$ cat src/rtl/ps2_key_decoder_if.sv
// Scan-code input, ASCII FIFO read port and key-state outputs of ps2_key_decoder.
interface ps2_key_decoder_if #(
   parameter int CNT_W = 8
);
   logic             code_valid;
   logic [7:0]       code;
   logic             rd_en;
   logic [7:0]       ascii_out;
   logic             ascii_valid;
   logic             fifo_full;
   logic             overflow;
   logic             key_down;
   logic [7:0]       held_code;
   logic             shift_held;
   logic [CNT_W-1:0] press_count;

   modport master (
      output code_valid, code, rd_en,
      input  ascii_out, ascii_valid, fifo_full, overflow,
             key_down, held_code, shift_held, press_count
   );

   modport slave (
      input  code_valid, code, rd_en,
      output ascii_out, ascii_valid, fifo_full, overflow,
             key_down, held_code, shift_held, press_count
   );
endinterface

$ cat src/rtl/ps2_key_decoder.sv
// PS/2 set-2 scan-code decoder: prefix FSM, typematic suppression, ASCII FWFT FIFO.
// Optional macro PS2_SHIFT_CASE_EN: lowercase letters and shifted digit symbols.
module ps2_key_decoder #(
   parameter int FIFO_DEPTH = 8,
   parameter int CNT_W      = 8
) (
   input  logic             clk,
   input  logic             clrn,
   ps2_key_decoder_if.slave bus
);
   localparam int AW = $clog2(FIFO_DEPTH);
   localparam logic [7:0] SC_EXT    = 8'hE0;
   localparam logic [7:0] SC_BRK    = 8'hF0;
   localparam logic [7:0] SC_LSHIFT = 8'h12;
   localparam logic [7:0] SC_RSHIFT = 8'h59;

   typedef enum logic [1:0] {IDLE, BRK, EXT, EXT_BRK} state_t;

   state_t           state;
   logic             shift_held;
   logic             key_down;
   logic [7:0]       held_code;
   logic [CNT_W-1:0] press_count;

   // Returns {mapped, ascii}; letters uppercase, digits unshifted.
   function automatic logic [8:0] map_code(input logic [7:0] sc);
      logic [8:0] r;
      r = 9'h000;
      case (sc)
         8'h1C: r = {1'b1, 8'h41};  8'h32: r = {1'b1, 8'h42};
         8'h21: r = {1'b1, 8'h43};  8'h23: r = {1'b1, 8'h44};
         8'h24: r = {1'b1, 8'h45};  8'h2B: r = {1'b1, 8'h46};
         8'h34: r = {1'b1, 8'h47};  8'h33: r = {1'b1, 8'h48};
         8'h43: r = {1'b1, 8'h49};  8'h3B: r = {1'b1, 8'h4A};
         8'h42: r = {1'b1, 8'h4B};  8'h4B: r = {1'b1, 8'h4C};
         8'h3A: r = {1'b1, 8'h4D};  8'h31: r = {1'b1, 8'h4E};
         8'h44: r = {1'b1, 8'h4F};  8'h4D: r = {1'b1, 8'h50};
         8'h15: r = {1'b1, 8'h51};  8'h2D: r = {1'b1, 8'h52};
         8'h1B: r = {1'b1, 8'h53};  8'h2C: r = {1'b1, 8'h54};
         8'h3C: r = {1'b1, 8'h55};  8'h2A: r = {1'b1, 8'h56};
         8'h1D: r = {1'b1, 8'h57};  8'h22: r = {1'b1, 8'h58};
         8'h35: r = {1'b1, 8'h59};  8'h1A: r = {1'b1, 8'h5A};
         8'h45: r = {1'b1, 8'h30};  8'h16: r = {1'b1, 8'h31};
         8'h1E: r = {1'b1, 8'h32};  8'h26: r = {1'b1, 8'h33};
         8'h25: r = {1'b1, 8'h34};  8'h2E: r = {1'b1, 8'h35};
         8'h36: r = {1'b1, 8'h36};  8'h3D: r = {1'b1, 8'h37};
         8'h3E: r = {1'b1, 8'h38};  8'h46: r = {1'b1, 8'h39};
         8'h29: r = {1'b1, 8'h20};  8'h5A: r = {1'b1, 8'h0D};
         8'h66: r = {1'b1, 8'h08};
         default: r = 9'h000;
      endcase
      return r;
   endfunction

`ifdef PS2_SHIFT_CASE_EN
   function automatic logic [7:0] apply_shift(input logic [7:0] c, input logic shift);
      logic [7:0] r;
      r = c;
      if (c >= 8'h41 && c <= 8'h5A) begin
         r = shift ? c : c + 8'h20;
      end else if (shift) begin
         case (c)
            8'h31: r = 8'h21;  8'h32: r = 8'h40;  8'h33: r = 8'h23;
            8'h34: r = 8'h24;  8'h35: r = 8'h25;  8'h36: r = 8'h5E;
            8'h37: r = 8'h26;  8'h38: r = 8'h2A;  8'h39: r = 8'h28;
            8'h30: r = 8'h29;
            default: r = c;
         endcase
      end
      return r;
   endfunction
`endif

   // Stage p0: classify the incoming byte against the current key state
   logic [8:0] dec_p0;
   logic [7:0] char_p0;
   logic       is_shift_p0;
   logic       make_p0;
   logic       push_req_p0;

   always_comb begin
      dec_p0      = map_code(bus.code);
`ifdef PS2_SHIFT_CASE_EN
      char_p0     = apply_shift(dec_p0[7:0], shift_held);
`else
      char_p0     = dec_p0[7:0];
`endif
      is_shift_p0 = (bus.code == SC_LSHIFT) || (bus.code == SC_RSHIFT);
      make_p0     = bus.code_valid && (state == IDLE) && dec_p0[8];
      push_req_p0 = make_p0 && !(key_down && (bus.code == held_code));
   end

   always_ff @(posedge clk or negedge clrn) begin
      if (!clrn) begin
         state       <= IDLE;
         shift_held  <= 1'b0;
         key_down    <= 1'b0;
         held_code   <= 8'h00;
         press_count <= '0;
      end else if (bus.code_valid) begin
         case (state)
            IDLE: begin
               if (bus.code == SC_EXT) begin
                  state <= EXT;
               end else if (bus.code == SC_BRK) begin
                  state <= BRK;
               end else if (is_shift_p0) begin
                  shift_held <= 1'b1;
               end else if (push_req_p0) begin
                  held_code   <= bus.code;
                  key_down    <= 1'b1;
                  press_count <= press_count + CNT_W'(1);
               end
            end
            BRK: begin
               if (is_shift_p0) shift_held <= 1'b0;
               if (bus.code == held_code) begin
                  key_down  <= 1'b0;
                  held_code <= 8'h00;
               end
               state <= IDLE;
            end
            EXT:     state <= (bus.code == SC_BRK) ? EXT_BRK : IDLE;
            default: state <= IDLE;
         endcase
      end
   end

   // Stage p1: registered decoded character waiting to enter the FIFO
   logic       vld_p1;
   logic [7:0] char_p1;

   always_ff @(posedge clk or negedge clrn) begin
      if (!clrn) vld_p1 <= 1'b0;
      else       vld_p1 <= push_req_p0;
   end

   always_ff @(posedge clk) begin
      char_p1 <= char_p0;
   end

   logic [7:0]  mem [FIFO_DEPTH];
   logic [AW:0] wr_ptr;
   logic [AW:0] rd_ptr;
   logic        empty;
   logic        full;
   logic        pop;
   logic        push;
   logic        overflow;

   assign empty = (wr_ptr == rd_ptr);
   assign full  = (wr_ptr[AW] != rd_ptr[AW]) && (wr_ptr[AW-1:0] == rd_ptr[AW-1:0]);
   assign pop   = bus.rd_en && !empty;
   // A pop frees the slot in the same cycle, so a full FIFO still accepts the push.
   assign push  = vld_p1 && (!full || pop);

   always_ff @(posedge clk or negedge clrn) begin
      if (!clrn) begin
         wr_ptr   <= '0;
         rd_ptr   <= '0;
         overflow <= 1'b0;
      end else begin
         if (push) wr_ptr <= wr_ptr + (AW+1)'(1);
         if (pop)  rd_ptr <= rd_ptr + (AW+1)'(1);
         if (vld_p1 && full && !pop) overflow <= 1'b1;
      end
   end

   always_ff @(posedge clk) begin
      if (push) mem[wr_ptr[AW-1:0]] <= char_p1;
   end

   assign bus.ascii_out   = empty ? 8'h00 : mem[rd_ptr[AW-1:0]];
   assign bus.ascii_valid = !empty;
   assign bus.fifo_full   = full;
   assign bus.overflow    = overflow;
   assign bus.key_down    = key_down;
   assign bus.held_code   = held_code;
   assign bus.shift_held  = shift_held;
   assign bus.press_count = press_count;
endmodule

$ cat src/flat_wrapper.sv
// flat-port wrapper written by rule: the top's interface ports become plain ports
module ps2_key_decoder_flat 
#(
   parameter int FIFO_DEPTH = 8,
   parameter int CNT_W      = 8
)
  (clk, clrn, bus_code_valid, bus_code, bus_rd_en, bus_ascii_out, bus_ascii_valid, bus_fifo_full, bus_overflow, bus_key_down, bus_held_code, bus_shift_held, bus_press_count);
  ps2_key_decoder_if #(.CNT_W(CNT_W)) bus_i ();
  input  logic clk;
  input  logic clrn;
  input wire logic [$bits(bus_i.code_valid)-1:0] bus_code_valid;
  input wire logic [$bits(bus_i.code)-1:0] bus_code;
  input wire logic [$bits(bus_i.rd_en)-1:0] bus_rd_en;
  output wire logic [$bits(bus_i.ascii_out)-1:0] bus_ascii_out;
  output wire logic [$bits(bus_i.ascii_valid)-1:0] bus_ascii_valid;
  output wire logic [$bits(bus_i.fifo_full)-1:0] bus_fifo_full;
  output wire logic [$bits(bus_i.overflow)-1:0] bus_overflow;
  output wire logic [$bits(bus_i.key_down)-1:0] bus_key_down;
  output wire logic [$bits(bus_i.held_code)-1:0] bus_held_code;
  output wire logic [$bits(bus_i.shift_held)-1:0] bus_shift_held;
  output wire logic [$bits(bus_i.press_count)-1:0] bus_press_count;
  assign bus_i.code_valid = bus_code_valid;
  assign bus_i.code = bus_code;
  assign bus_i.rd_en = bus_rd_en;
  assign bus_ascii_out = bus_i.ascii_out;
  assign bus_ascii_valid = bus_i.ascii_valid;
  assign bus_fifo_full = bus_i.fifo_full;
  assign bus_overflow = bus_i.overflow;
  assign bus_key_down = bus_i.key_down;
  assign bus_held_code = bus_i.held_code;
  assign bus_shift_held = bus_i.shift_held;
  assign bus_press_count = bus_i.press_count;
  ps2_key_decoder #(.FIFO_DEPTH(FIFO_DEPTH), .CNT_W(CNT_W)) u_core (.clk(clk), .clrn(clrn), .bus(bus_i));
endmodule
$ cat config.mk
export PLATFORM = sky130hd
export DESIGN_NAME = ps2_key_decoder_flat
export DESIGN_NICKNAME = d
export VERILOG_FILES = /design/src/rtl/ps2_key_decoder_if.sv /design/src/rtl/ps2_key_decoder.sv /design/src/flat_wrapper.sv
export SDC_FILE = /design/constraint.sdc
export NUM_CORES = 1
export LEC_CHECK = 0
export ABC_AREA = 1
export CAP_MARGIN = 20
export CORE_UTILIZATION = 58
export DETAILED_ROUTE_END_ITERATION = 12
export MAX_ROUTING_LAYER = met4
export PLACE_DENSITY = 0.83
export SETUP_SLACK_MARGIN = 0.15
export SLEW_MARGIN = 40
export SYNTH_ARGS = -nofsm -noshare
export SYNTH_HDL_FRONTEND = slang
export SYNTH_SLANG_ARGS = --single-unit
$ cat constraint.sdc
create_clock -name clk -period 2.5 [get_ports clk]
set_clock_uncertainty 0.1 [all_clocks]
set_input_delay 0.5 -clock clk [delete_from_list [all_inputs] [get_ports clk]]
set_output_delay 0.5 -clock clk [all_outputs]
set_load 0.02 [all_outputs]
==> metrics.md <==
| Metric | Value |
|---|---|
| Post-Layout Cell Count | 727 |
| Critical-path maximum fanout | 11 |
| Synthesized flop and latch total | 93 |
| Post-synthesis compound-gate area fraction | 12.45% |
| Synth top area cells | edfxtp_1 (36%), dfrtp_1 (16%), nand2_1 (9.4%) |
| RSZ-0062 raised after global routing | true |
| Xor/xnor share of the synthesized area | 2.806% |
| Synth Net Count | 545 |
| Fill count | 492 |
| Place WS | -0.2147 ns |
| CP cell instances | buf_4, buf_6, o21ai_1, o22ai_1, o21ai_1, a31oi_1, buf_4 |
| Final WL | 12150 µm |
| Worst Setup Start Kind | flop |
| Min Hold Slack | 0.3808 ns |
| Root Buffer Master | clkbuf_8 |
| Area growth syn-to-layout | 28.94% |
| Adder-cell area share of the yosys netlist | 2.405% |
| Outcome | completed |
| Die Ht | 91.85 µm |
| Post-synthesis simple-gate area fraction | 20.58% |
| WL per Instance | 16.72 µm |
| Mapped Cells | 524 |
| Iteration-0 DRC Markers | 322 |
| Placed insts | 701 |
| Buf+Inv Stages, Crit Path | 3 |
| Final nets | 641 |
| Clock Path Buffers | 2 |
| DRT antenna net count | 0 |
| Post-cts hold buffer count | 0 |
| CP max stage delay | 0.45 ns |
| CP Data Required Time | 1.90 ns |
| GRT Total Usage | 28.86% |
| First-pass GRT wire length | 18130 µm |
| Min-delay worst type | reg2reg |
| Crit path DAT | 1.88 ns |
| Max IR drop VDD | 0.5533 mV |
| Register area share after synthesis | 54.94% |
| Multi-input logic area | 1918 µm² |
| Initial Util | 60.28% |
| Hpwl dp | 7945 µm |
| CORE AREA | 7767 µm² |
| Hold Vio Cnt, Final | 0 |
| Syn. warnings | 0 |
| Vias | 4107 |
| Post-synth EDFFs | 56 |
| Pleak | 2.677 nW |
| Crit. End Element | output port |
| DRC Markers | 0 |
| Inserted Clock Buffers | 9 |
| Diode count | 0 |
| TritonCTS clock tree | done |
| IO Port Bufs | 39 |
| Final core occ | 77.72% |
| Clock Latency Late Sink | 0.36 ns |
| Vias per inst | 5.649 |
| Top-count cell post-synth | nand2_1 |
| Pre-antenna DRT Iters | 5 |
| Die area | 8436 µm² |
| Overflow after GRT | 0 |
| PwrDens | 975.4 nW/µm² |
| Synth cell types | 42 |
| Fin crit share | 99.35% |
| Max Fclk | 402.6 MHz |
| Register Area | 2577 µm² |
| Vias in the first global route | 3792 |
| Antenna violations before repair | 0 |
| # rows | 32 |
| Pins Over Slew Limit | 0 |
| Ys async rst share | 32.26% |
| Commonest cells post-synth | nand2_1 (117), nor2_1 (67), o21ai_0 (62) |
| CTS sink count | 93 |
| CP top delay family | compound AO/OA/AOI/OAI gates |
| Worst setup margin | 0.01626 ns |
| Setup CP Type | reg2out |
| Top cell type's share of synthesized area | 35.92% |
| Mux contribution to synthesized area | 0% |
| Share of cells above drive strength 1 | 20.96% |
| Post-Syn Area | 4682 µm² |
| Chip Width | 91.85 µm |
| Slowest-stage cell, CP | dfrtp_2 |
| Final Setup Violations | 0 |
| Main combinational cell family by area after synthesis | simple AND/OR/NAND/NOR gates |
| Mean Syn Cell Area | 8.935 µm² |
| Routability cong. | 0.9438 |
| Setup TNS | 0 ns |
| Clock-pin slew of the registers on the worst-case setup and hold paths | 0.10 ns |
| Synth area leader | edfxtp_1 |
| I/O pin cnt | 41 |
| H-tree depth | 3 |
| Number of max-cap violations | 0 |
| Clock period minus worst slack | 2.484 ns |
| Dominant synthesized flop cell | edfxtp_1 |
| Largest net degree at the start of global routing | 31 |
==> state kept, by name, summed over array words and instances (netlist names), 2 cells and up <==
register / count
u_core.char_p1: 7
u_core.state: 2
u_core.bus.held_code: 8
u_core.rd_ptr: 4
u_core.bus.press_count: 8
u_core.mem: 56
u_core.wr_ptr: 4
==> metal layers <==
layer	wire (µm)	part of all wire [%]	track usage (%)	vias to the layer above
met3	751	6.2	5.224	30
li1	-	-	-	1953
met5	0	0	-	-
met4	337	2.8	9.896	0
met2	6331	52	49.69	190
met1	4733	39	34.21	1934
==> cell type report <==
| cell class | instances | share of cell area [%] |
|---|---|---|
| clock buffers | 12 | 2.943 |
| well taps | 102 | 2.114 |
| clock inverters | 4 | 0.9326 |
| flip-flops and latches | 93 | 42.69 |
| repair buffers | 101 | 15.90 |
| inverters | 56 | 3.648 |
| multi-input cells | 359 | 31.77 |
==> stage by stage <==
step | cell area (µm²) | power (mW)
3_5_place_dp | 5535 | 4.301
2_1_floorplan | 4682 | 3.347
5_1_grt | 6037 | 6.153
6_report | 6037 | 5.889
4_1_cts | 5832 | 5.491
3_3_place_gp | 5535 | 4.210
==> worst reg2reg max path: stages (launching register included) <==
cell,delay [ns]
dfrtp_1,0.42
xnor2_1,0.40
nor3_2,0.12
nand2_1,0.08
nand2_1,0.07
or2_2,0.33
nor2_1,0.18
buf_4,0.21
==> where the power goes <==
group / switching [mW] / total, mW / internal, mW
combinational: 1.53 / 2.73 / 1.20
clock: 0.542 / 1.14 / 0.596
sequential: 0.213 / 2.02 / 1.81
total: 2.29 / 5.89 / 3.60
==> placed cells by master, fill, tap and decap left out, types with 5 or more instances in the layout <==
cell type,instances
buf_4,56
ha_1,7
nand2_1,114
a21oi_1,12
xnor2_1,6
clkdlybuf4s50_1,27
a31oi_1,8
dfxtp_1,7
o21ai_0,49
nand3_1,16
inv_1,46
nor2_2,5
nor3_1,8
edfxtp_1,56
nor2_1,65
nand2_2,5
o22ai_1,6
inv_2,7
dfrtp_1,26
o21ai_1,10
xor2_1,8
clkbuf_8,9
==> worst paths after layout <==
| path | slack [ns] | cells after the start | startpoint | end |
|---|---|---|---|---|
| max in group asynchronous | 1.58 | 2 | clrn | u_core.wr_ptr[1] |
| max | 0.02 | 7 | u_core.rd_ptr[1] | bus_ascii_out[1] |
| min | 0.38 | 1 | u_core.bus.overflow | u_core.bus.overflow |
| min reg2reg | 0.38 | 1 | u_core.bus.overflow | u_core.bus.overflow |
| max reg2reg | 0.29 | 7 | u_core.rd_ptr[3] | u_core.mem[0][6] |
| min in group asynchronous | 0.41 | 2 | clrn | u_core.rd_ptr[2] |
==> cells by family after synthesis <==
kind of cell | Yosys count
and+or+nand+nor | 228
AOI/OAI and AO/OA | 105
DFF | 93
buffers and inverters | 73
xor gates and xnor gates | 15
adders and majority gates | 9
other | 1
==> repair_timing <==
action                                  4_1_cts  5_1_grt
resized for setup                            57       47
cloned                                        1        3
setup buffers                                 3        3
pin swaps                                     4       12
endpoints found under the setup margin       10       30
Note: power is estimated with default switching activity, not from simulation.
